[src/rtl/rtdf_flow_controller.sv]
// Sample-domain flow/recovery controller: start-up sequencing, hysteresis backpressure, starvation and stall recovery.
// One-cycle latency with all outputs registered from next state; halt_packet stalls RX FIFO reads into the processor.
module rtdf_flow_controller #(
    parameter logic [8:0]  START_LEVEL  = 9'd128,
    parameter logic [8:0]  HIGH_WATER   = 9'd480,
    parameter logic [8:0]  LOW_WATER    = 9'd384,
    parameter logic [15:0] STARVE_LIMIT = 16'd1000,
    parameter logic [15:0] WDOG_LIMIT   = 16'd50000,
    parameter logic [7:0]  RESET_CYCLES = 8'd16
) (
    input  logic       clk,
    input  logic       reset_n,
    input  logic       enable,
    input  logic       link_status,
    input  logic       packet_empty,
    input  logic       packet_read,
    input  logic [8:0] words_available,
    output logic       halt,
    output logic       halt_packet,
    output logic       proc_reset,
    output logic       running,
    output logic [2:0] state,
    output logic [8:0] underrun_count,
    output logic [8:0] recovery_count
);

    typedef enum logic [2:0] {
        IDLE    = 3'd0,
        PREFILL = 3'd1,
        RUN     = 3'd2,
        STARVED = 3'd3,
        RECOVER = 3'd4
    } fc_state_t;

    fc_state_t   state_q;
    fc_state_t   state_nxt;
    logic [15:0] timer;
    logic [15:0] timer_nxt;
    logic        halt_packet_nxt;
    logic        armed;

    assign state = state_q;

    always_comb begin
        state_nxt = state_q;
        case (state_q)
            IDLE: begin
                if (link_status && enable) state_nxt = PREFILL;
            end
            PREFILL: begin
                if (words_available >= START_LEVEL)        state_nxt = RUN;
                else if (timer == WDOG_LIMIT - 16'd1)      state_nxt = RECOVER;
            end
            RUN: begin
                if (packet_empty)                          state_nxt = STARVED;
                else if (timer == WDOG_LIMIT - 16'd1)      state_nxt = RECOVER;
            end
            STARVED: begin
                if (words_available >= START_LEVEL)        state_nxt = RUN;
                else if (timer == STARVE_LIMIT - 16'd1)    state_nxt = RECOVER;
            end
            RECOVER: begin
                if (timer == {8'd0, RESET_CYCLES} - 16'd1) state_nxt = PREFILL;
            end
            default: state_nxt = IDLE;
        endcase
        // Losing link or enable wins over everything, truncating any reset pulse.
        if (!link_status || !enable) state_nxt = IDLE;
    end

    always_comb begin
        timer_nxt = timer;
        if (state_nxt != state_q)
            timer_nxt = 16'd0;
        else if (state_q == RUN && (packet_read || packet_empty))
            timer_nxt = 16'd0;
        else if (timer != 16'hFFFF)
            timer_nxt = timer + 16'd1;
    end

    always_comb begin
        halt_packet_nxt = halt_packet;
        if (state_nxt == IDLE || state_nxt == RECOVER)
            halt_packet_nxt = 1'b0;
        else if (words_available >= HIGH_WATER)
            halt_packet_nxt = 1'b1;
        else if (words_available < LOW_WATER)
            halt_packet_nxt = 1'b0;
    end

    // armed delays the first state change to the second edge after reset release.
    always_ff @(posedge clk or negedge reset_n) begin
        if (!reset_n) begin
            armed          <= 1'b0;
            state_q        <= IDLE;
            timer          <= 16'd0;
            halt           <= 1'b1;
            halt_packet    <= 1'b0;
            proc_reset     <= 1'b0;
            running        <= 1'b0;
            underrun_count <= 9'd0;
            recovery_count <= 9'd0;
        end else if (!armed) begin
            armed <= 1'b1;
        end else begin
            state_q     <= state_nxt;
            timer       <= timer_nxt;
            halt        <= (state_nxt != RUN);
            running     <= (state_nxt == RUN);
            proc_reset  <= (state_nxt == RECOVER);
            halt_packet <= halt_packet_nxt;
            if (state_q == RUN && state_nxt == STARVED && underrun_count != 9'h1FF)
                underrun_count <= underrun_count + 9'd1;
            if (state_q != RECOVER && state_nxt == RECOVER && recovery_count != 9'h1FF)
                recovery_count <= recovery_count + 9'd1;
        end
    end

endmodule

[config.mk]
export PLATFORM = sky130hd
export DESIGN_NAME = rtdf_flow_controller
export DESIGN_NICKNAME = d
export VERILOG_FILES = /design/src/rtl/rtdf_flow_controller.sv
export SDC_FILE = /design/constraint.sdc
export NUM_CORES = 1
export LEC_CHECK = 0
export ABC_AREA = 1
export CELL_PAD_IN_SITES_DETAIL_PLACEMENT = 0
export CELL_PAD_IN_SITES_GLOBAL_PLACEMENT = 2
export CORE_MARGIN = 5
export CORE_UTILIZATION = 27
export CTS_CLUSTER_SIZE = 30
export DETAILED_ROUTE_END_ITERATION = 16
export PLACE_DENSITY_LB_ADDON = 0.1
export RECOVER_POWER = 100
export SETUP_SLACK_MARGIN = 0.2
export SLEW_MARGIN = 25
export SYNTH_ARGS = -nofsm -noshare
export SYNTH_HDL_FRONTEND = slang
export SYNTH_SLANG_ARGS = --single-unit
[constraint.sdc]
create_clock -name clk -period 1.7 [get_ports clk]
set_input_delay 0.255 -clock clk [delete_from_list [all_inputs] [get_ports clk]]
set_output_delay 0.255 -clock clk [all_outputs]
set_load 0.1 [all_outputs]
==> results of run 1 <==
==> timing repair <==
| action | in CTS | in global routing |
|---|---|---|
| pin swaps | 28 | 19 |
| hold buffers | 1 | 0 |
| endpoints found under the setup margin | 41 | 41 |
| resized for setup | 54 | 34 |
| cloned | 0 | 0 |
| buffers inserted | 14 | 3 |
| hold endpoints to repair | 41 | 0 |
==> final cells by class <==
| cell class | count | share of cell area |
|---|---|---|
| inverters | 34 | 0.0338 |
| clock buffers | 6 | 0.0172 |
| flip-flops and latches | 42 | 0.259 |
| clock inverters | 2 | 0.00891 |
| multi-input cells | 258 | 0.389 |
| well taps | 111 | 0.0330 |
| repair buffers | 124 | 0.259 |
==> layout by cell type (no fill, tap or decap), drive strengths merged, types with 4 or more instances in the layout <==
cell type / n
nor2: 53
ha: 5
buf: 98
o21ai: 7
clkdlybuf4s50: 8
xor2: 18
clkbuf: 23
dfrtp: 41
nand3: 36
inv: 33
xnor2: 8
nor3: 4
nand4: 11
nand2: 107
==> state kept, by name, summed over array words and instances (netlist names) <==
register	count
running	1
recovery_count	9
halt	1
underrun_count	9
state	3
armed	1
timer	16
proc_reset	1
halt_packet	1
==> per-layer routing <==
layer / vias up / global-route usage / share of wire
met1: 1206 / 0.188 / 0.46
met3: 7 / 0.0187 / 0.028
met5: - / 0 / 0
met2: 37 / 0.233 / 0.50
met4: 0 / 0.0329 / 0.0094
li1: 1325 / - / -
==> per-stage QoR <==
stage,std cells,util,setup TNS (ps)
finish,577,0.458,-9050
global route,577,0.458,-20440
CTS,574,0.474,-9060
detailed placement,551,0.426,-14890
global placement,551,0.426,-14470
floorplan,340,-,-6350
==> cells by family after synthesis <==
kind of cell / after synthesis
AOI/OAI and AO/OA: 15
xor gates and xnor gates: 26
adders and majority gates: 5
buffers and inverters: 40
DFF: 42
other: 1
and+or+nand+nor: 211
==> power by group through the flow <==
stage               Clock [mW]  Sequential (mW)  Combinational, mW
floorplan                    0             1.23              0.178
global placement             0             1.10              0.592
detailed placement           0             1.11              0.592
CTS                      0.865             1.09              0.667
global route             0.897             1.10              0.685
finish                   0.819             1.09              0.632
==> worst min-delay path: stages, from the launching register on <==
cell	delay [ps]
dfrtp_1	360
nand2_1	50
nand2_1	50
==> path summary, 6_finish.rpt <==
| kind | depth (start not counted) | slack, ps | endpoint |
|---|---|---|---|
| max in group asynchronous | 3 | 70 | underrun_count[4] |
| worst max register to register | 14 | -350 | timer[7] |
| worst max-delay path | 14 | -350 | timer[7] |
| worst min-delay path | 2 | 490 | proc_reset |
| worst min register to register | 2 | 490 | proc_reset |
| min in group asynchronous | 3 | 800 | proc_reset |
==> metrics.csv, run 1 <==
stage,metric,value,unit
hold_path,HP Class,flip-flop to flip-flop,
logic_synthesis,Post-Synth Simple-Gate Area,0.368,
status,status,"complete, but fails checks",
clocking,CTS tree,built,
logic_synthesis,Post-synth ARST share,1.00,
floorplan,Die Span X,107,µm
worst_setup_path,Worst Path Arrival,2250,ps
worst_setup_path,R2R Path Start,timer[0],
power_and_ir_drop,pwr dens,604,nW/µm²
sta,period utilization,1.21,
sta,Slew @ Worst Pin,1150,ps
logic_synthesis,Synth Area in Compound Gates,0.0361,
worst_setup_path,Worst setup startpoint,timer[0],
logic_synthesis,"FF+latch count, synth",42,
sta,Tmin final,2050,ps
detailed_routing,DRC,0,
status,failing checks,setup timing,
logic_synthesis,Synth Area in Adders,0.0247,
finish,nets@finish,485,
logic_synthesis,xor/xnor share of the synthesized area,0.0901,
sta,slew margin rel.,0.233,
worst_setup_path,Worst path max stage delay,400,ps
detailed_routing,DR vias/cell,4.46,
logic_synthesis,most frequent cell after synthesis,nand2_1,
sta,RSZ-0062 raised after global routing,true,
power_and_ir_drop,Total Power,2.54,mW
finish,area delta synth->final,66.7,%
global_routing,Overall Global Routing Usage,0.138,
worst_setup_path,CP Cell Sequence,"ha_4, nand2_2, inv_2, nand4_1, nor2_2, nand4_1, nor2_1, nand2_1, nor2_1, buf_4, nand3_4, buf_6, nand3_1, nand2_1",
place,number of port buffers,34,
worst_setup_path,Crit-path slowest cell,dfrtp_1,
global_routing,total congestion overflow,0,
finish,share of layout cells above drive strength 1,0.472,
sta,Layout Skew,6.57,ps
logic_synthesis,syn_nets,360,
floorplan,Die Area,11400,µm²
place,Placer Congestion,0.814,
detailed_routing,Starting DRT DRC Count,59,
detailed_routing,"antenna viol nets, final",0,
worst_setup_path,Crit path buffers/inverters,3,
global_routing,antenna violations before repair,0,
logic_synthesis,largest family of logic cells by synthesized area,simple AND/OR/NAND/NOR gates,
logic_synthesis,Synth area leader,dfrtp_1,
power_and_ir_drop,Lkg Pwr,2.09,nW
sta,fin worst setup slack,-355,ps
worst_setup_path,worst-path fanout max,7,
logic_synthesis,"Cell Area, Synth",2530,µm²
finish,Sequential Area,1090,µm²
clocking,clock slew at reported path FFs,90,ps
global_routing,vias in the first global route,2670,
finish,final instance area,4210,µm²
worst_setup_path,startpoint types,flip-flop,
place,pre-CTS WS,-497,ps
worst_setup_path,largest delay contributor family on the critical path,simple AND/OR/NAND/NOR gates,
power_and_ir_drop,Switching Share,0.312,
detailed_routing,WL/cell,12.9,µm
hold_path,hold path start,proc_reset,
logic_synthesis,Synth Area per Inst,7.44,µm²
sta,WHS,489,ps
place,Placed Area,3920,µm²
clocking,H-tree depth,2,
worst_setup_path,Crit. End Element,flip-flop,
clocking,Num CTS Buffers,5,
power_and_ir_drop,Comb power frac,0.248,
finish,antenna diode count,0,
power_and_ir_drop,Clock power frac,0.322,
clocking,Root Driver,clkbuf_8,
detailed_routing,via count,2575,
floorplan,core footprint,9200,µm²
detailed_routing,WL final,7420,µm
logic_synthesis,Post-synth top cells,"nand2_1 (98), nor2_1 (48), dfrtp_1 (41)",
sta,fmax,0.487,GHz
floorplan,Die Height,107,µm
floorplan,# rows,35,
logic_synthesis,Yosys Warn Count,0,
global_routing,first-pass GRT wire length,12800,µm
power_and_ir_drop,sequential power share,0.430,
detailed_routing,DRT Pass-1 Iters,4,
power_and_ir_drop,Psw,795,µW
logic_synthesis,Cell variety after synth,29,
logic_synthesis,number of flops mapped to enable cells by yosys,0,
worst_setup_path,WS Path Type,flip-flop to flip-flop,
finish,fill count,961,
sta,Final Hold Fails,0,
sta,Final setup viols,37,
clocking,Worst-Skew Late Latency,300,ps
job,MaxCap Viol Count,0,
power_and_ir_drop,Max VDD drop,0.000501,V
logic_synthesis,Synth top area share,0.406,
logic_synthesis,"Seq/Total Area, Yosys",0.416,
logic_synthesis,mux contribution to synthesized area,0,
logic_synthesis,"Top FF cell, synth",dfrtp_1,
worst_setup_path,Required @ worst endpoint,1890,ps
global_routing,pin count of the biggest net entering global routing,43,
clocking,clk sinks,42,
clocking,clk buf depth,2,
place,post-DP HPWL,5370,µm
logic_synthesis,synth top area cells,"dfrtp_1 (41%), nand2_1 (15%), nor2_1 (7.1%), nand3_1 (6.5%), xor2_1 (6.2%)",
finish,area of the multi-input gates,1640,µm²
power_and_ir_drop,internal power,1.75,mW
logic_synthesis,Syn Inst Count,340,
sta,Final Slew Violations,0,
floorplan,# IOs,40,
floorplan,initial core utilization,0.275,
No activity file was read; power rests on OpenSTA's default activity.
==> run 2, diff against run 1 <==
- CTS_CLUSTER_SIZE: 30 -> not set
- PLACE_DENSITY: not set -> 0.78
- PLACE_DENSITY_LB_ADDON: 0.1 -> not set
==> run 2 against run 1 <==
The run still ends with setup timing left. Critical path type unchanged. Clock-buffer cell count is 1 higher. Critical endpoint unchanged. Total power shrank 8.1%. Global-route usage rose by 0.062 points. Final area down 6.7%. Clock skew rose by 0.54 ps. Highest routed layer unchanged. Sequential power is essentially flat. Critical path depth increased by 1. Clock power decreased by 17%. Die area unchanged.
==> metrics.csv, run 2 (synthesis results as in run 1) <==
stage,metric,value,unit
global_routing,met2 GRT Util,0.223,
floorplan,initial core utilization,0.275,
sta,fmax,0.471,GHz
worst_setup_path,Worst Path Arrival,2360,ps
worst_setup_path,Reg2Reg Depth,15,
global_routing,first-pass GRT wire length,12700,µm
sta,RSZ-0062 raised after global routing,true,
floorplan,# rows,35,
finish,area delta synth->final,55.6,%
worst_setup_path,Worst path max stage delay,400,ps
global_routing,antenna violations before repair,0,
finish,max FFs per register,16,
worst_setup_path,Crit. End Element,flip-flop,
detailed_routing,"antenna viol nets, final",0,
hold_path,hold path start,proc_reset,
global_routing,Overall Global Routing Usage,0.139,
job,MaxCap Viol Count,0,
power_and_ir_drop,Lkg Pwr,1.97,nW
floorplan,# IOs,40,
detailed_routing,DRC,0,
sta,fin worst setup slack,-425,ps
detailed_routing,WL/cell,12.8,µm
clocking,clk buf depth,2,
global_routing,M1 GR Usage,0.189,
worst_setup_path,CP Cell Sequence,"ha_4, nand2_2, inv_2, nand4_1, nor2_2, nand4_1, nor2_1, nand2_1, nor2_1, buf_4, nand3_4, buf_6, nand2_8, nand2_2, nand2_1",
finish,share of layout cells above drive strength 1,0.407,
worst_setup_path,register-to-register path setup slack,-420,ps
finish,top flop regs,"timer (16), recovery_count (9), underrun_count (9)",
worst_setup_path,WS Path Type,flip-flop to flip-flop,
power_and_ir_drop,Max VDD drop,0.000337,V
finish,"commonest non-fill, non-tap cell in the layout",nand2_1,
worst_setup_path,Required @ worst endpoint,1930,ps
global_routing,vias in the first global route,2663,
finish,register name with the most flops,timer,
place,Placer Congestion,0.801,
clocking,clock slew at reported path FFs,80,ps
floorplan,core footprint,9200,µm²
global_routing,Top Usage Layer GRT,met2,
finish,Sequential Area,1090,µm²
hold_path,HP Class,flip-flop to flip-flop,
worst_setup_path,worst-path fanout max,8,
floorplan,Die Area,11400,µm²
sta,Slew @ Worst Pin,814,ps
sta,Layout Skew,7.11,ps
clocking,Num CTS Buffers,5,
global_routing,pin count of the biggest net entering global routing,18,
detailed_routing,DR vias/cell,4.48,
sta,slew margin rel.,0.457,
hold_path,hold path cells,2,
finish,"commonest cells after routing, fill and taps aside","nand2_1 (82), buf_4 (72), nor2_1 (39)",
clocking,clk sinks,42,
clocking,Worst-Skew Late Latency,290,ps
finish,fill count,963,
status,status,"complete, but fails checks",
worst_setup_path,Crit-path slowest cell,dfrtp_1,
clocking,H-tree depth,2,
detailed_routing,Starting DRT DRC Count,63,
detailed_routing,DRT Pass-1 Iters,4,
clocking,CTS tree,built,
sta,Final setup viols,39,
sta,Tmin final,2120,ps
detailed_routing,WL final,7290,µm
global_routing,total congestion overflow,0,
clocking,Root Driver,clkbuf_8,
finish,"Core Util, Final",0.428,
power_and_ir_drop,pwr dens,594,nW/µm²
detailed_routing,via count,2543,
status,failing checks,setup timing,
power_and_ir_drop,Total Power,2.34,mW
place,post-DP HPWL,5540,µm
worst_setup_path,startpoint types,flip-flop,
floorplan,Die Span X,107,µm
sta,period utilization,1.25,
finish,antenna diode count,0,
finish,area of the multi-input gates,1540,µm²
sta,Final Slew Violations,0,
worst_setup_path,R2R Path Start,timer[1],
place,number of port buffers,34,
sta,Final Hold Fails,0,
floorplan,Die Height,107,µm
global_routing,met3 Use GR,0.0265,
finish,nets@finish,476,
hold_path,hold endpoint,proc_reset,
worst_setup_path,Reg2Reg Capture Point,timer[7],
==> run 2: area by class of cell <==
class | count | share of cell area
Clock buffer | 7 | 0.0219
Clock inverter | 1 | 0.00127
Inverter | 34 | 0.0350
Multi-Input combinational cell | 260 | 0.391
Sequential cell | 42 | 0.278
Tap cell | 111 | 0.0353
Timing Repair Buffer | 113 | 0.238
==> run 2: layer usage <==
metal,vias up,wire [µm]
li1,1308,-
met1,1179,3460
met2,44,3390
met3,12,287
met4,0,153
met5,-,0
==> run 2: power breakdown <==
part | switching, mW | leakage, nW | internal (mW) | total, mW
combinational | 0.345 | 1.38 | 0.218 | 0.563
sequential | 0.0441 | 0.543 | 1.05 | 1.09
clock | 0.353 | 0.0482 | 0.328 | 0.681
total | 0.742 | 1.97 | 1.59 | 2.34
==> run 2: how the worst max path moves through the flow <==
stage | from | to | slack (ps) | cells after the start
after global placement | words_available[7] | underrun_count[7] | -510 | 12
after detailed placement | words_available[7] | timer[13] | -530 | 16
final | timer[1] | timer[7] | -420 | 15
after floorplan | state[2] | timer[3] | -280 | 16
after global routing | timer[0] | timer[10] | -590 | 15
after CTS | timer[0] | timer[15] | -370 | 18
==> run 2: what timing repair did <==
item                                    4_1_cts  5_1_grt
buffers inserted                              6        2
gates cloned                                  2        0
hold endpoints to repair                     12        0
endpoints found under the setup margin       41       41
hold buffers                                  1        0
pin swaps                                     0        8
resized for setup                            20       16
==> run 2: metrics by stage <==
stage	hold WS, ps	setup TNS (ps)	cell area [µm²]	std cells	setup WS [ps]
finish	492	-10910	3930	568	-425
global route	541	-16690	3930	568	-592
CTS	436	-10140	4130	566	-372
detailed placement	183	-16000	3880	549	-527
global placement	179	-14950	3880	549	-509
floorplan	-40.6	-6350	2680	340	-281
==> run 2: worst max-delay path: cells and delay by family, from the launching register on <==
kind	cells	cell delay, ps
fa+ha+maj	1	170
simple gates	11	1160
buf+inv	3	340
flops	1	400
==> run 3, diff against run 2 <==
- HOLD_SLACK_MARGIN: not set -> 0.12
- TNS_END_PERCENT: not set -> 100
==> results of run 3 <==
No change in the layout: final DEF, timing and power equal those of run 2.
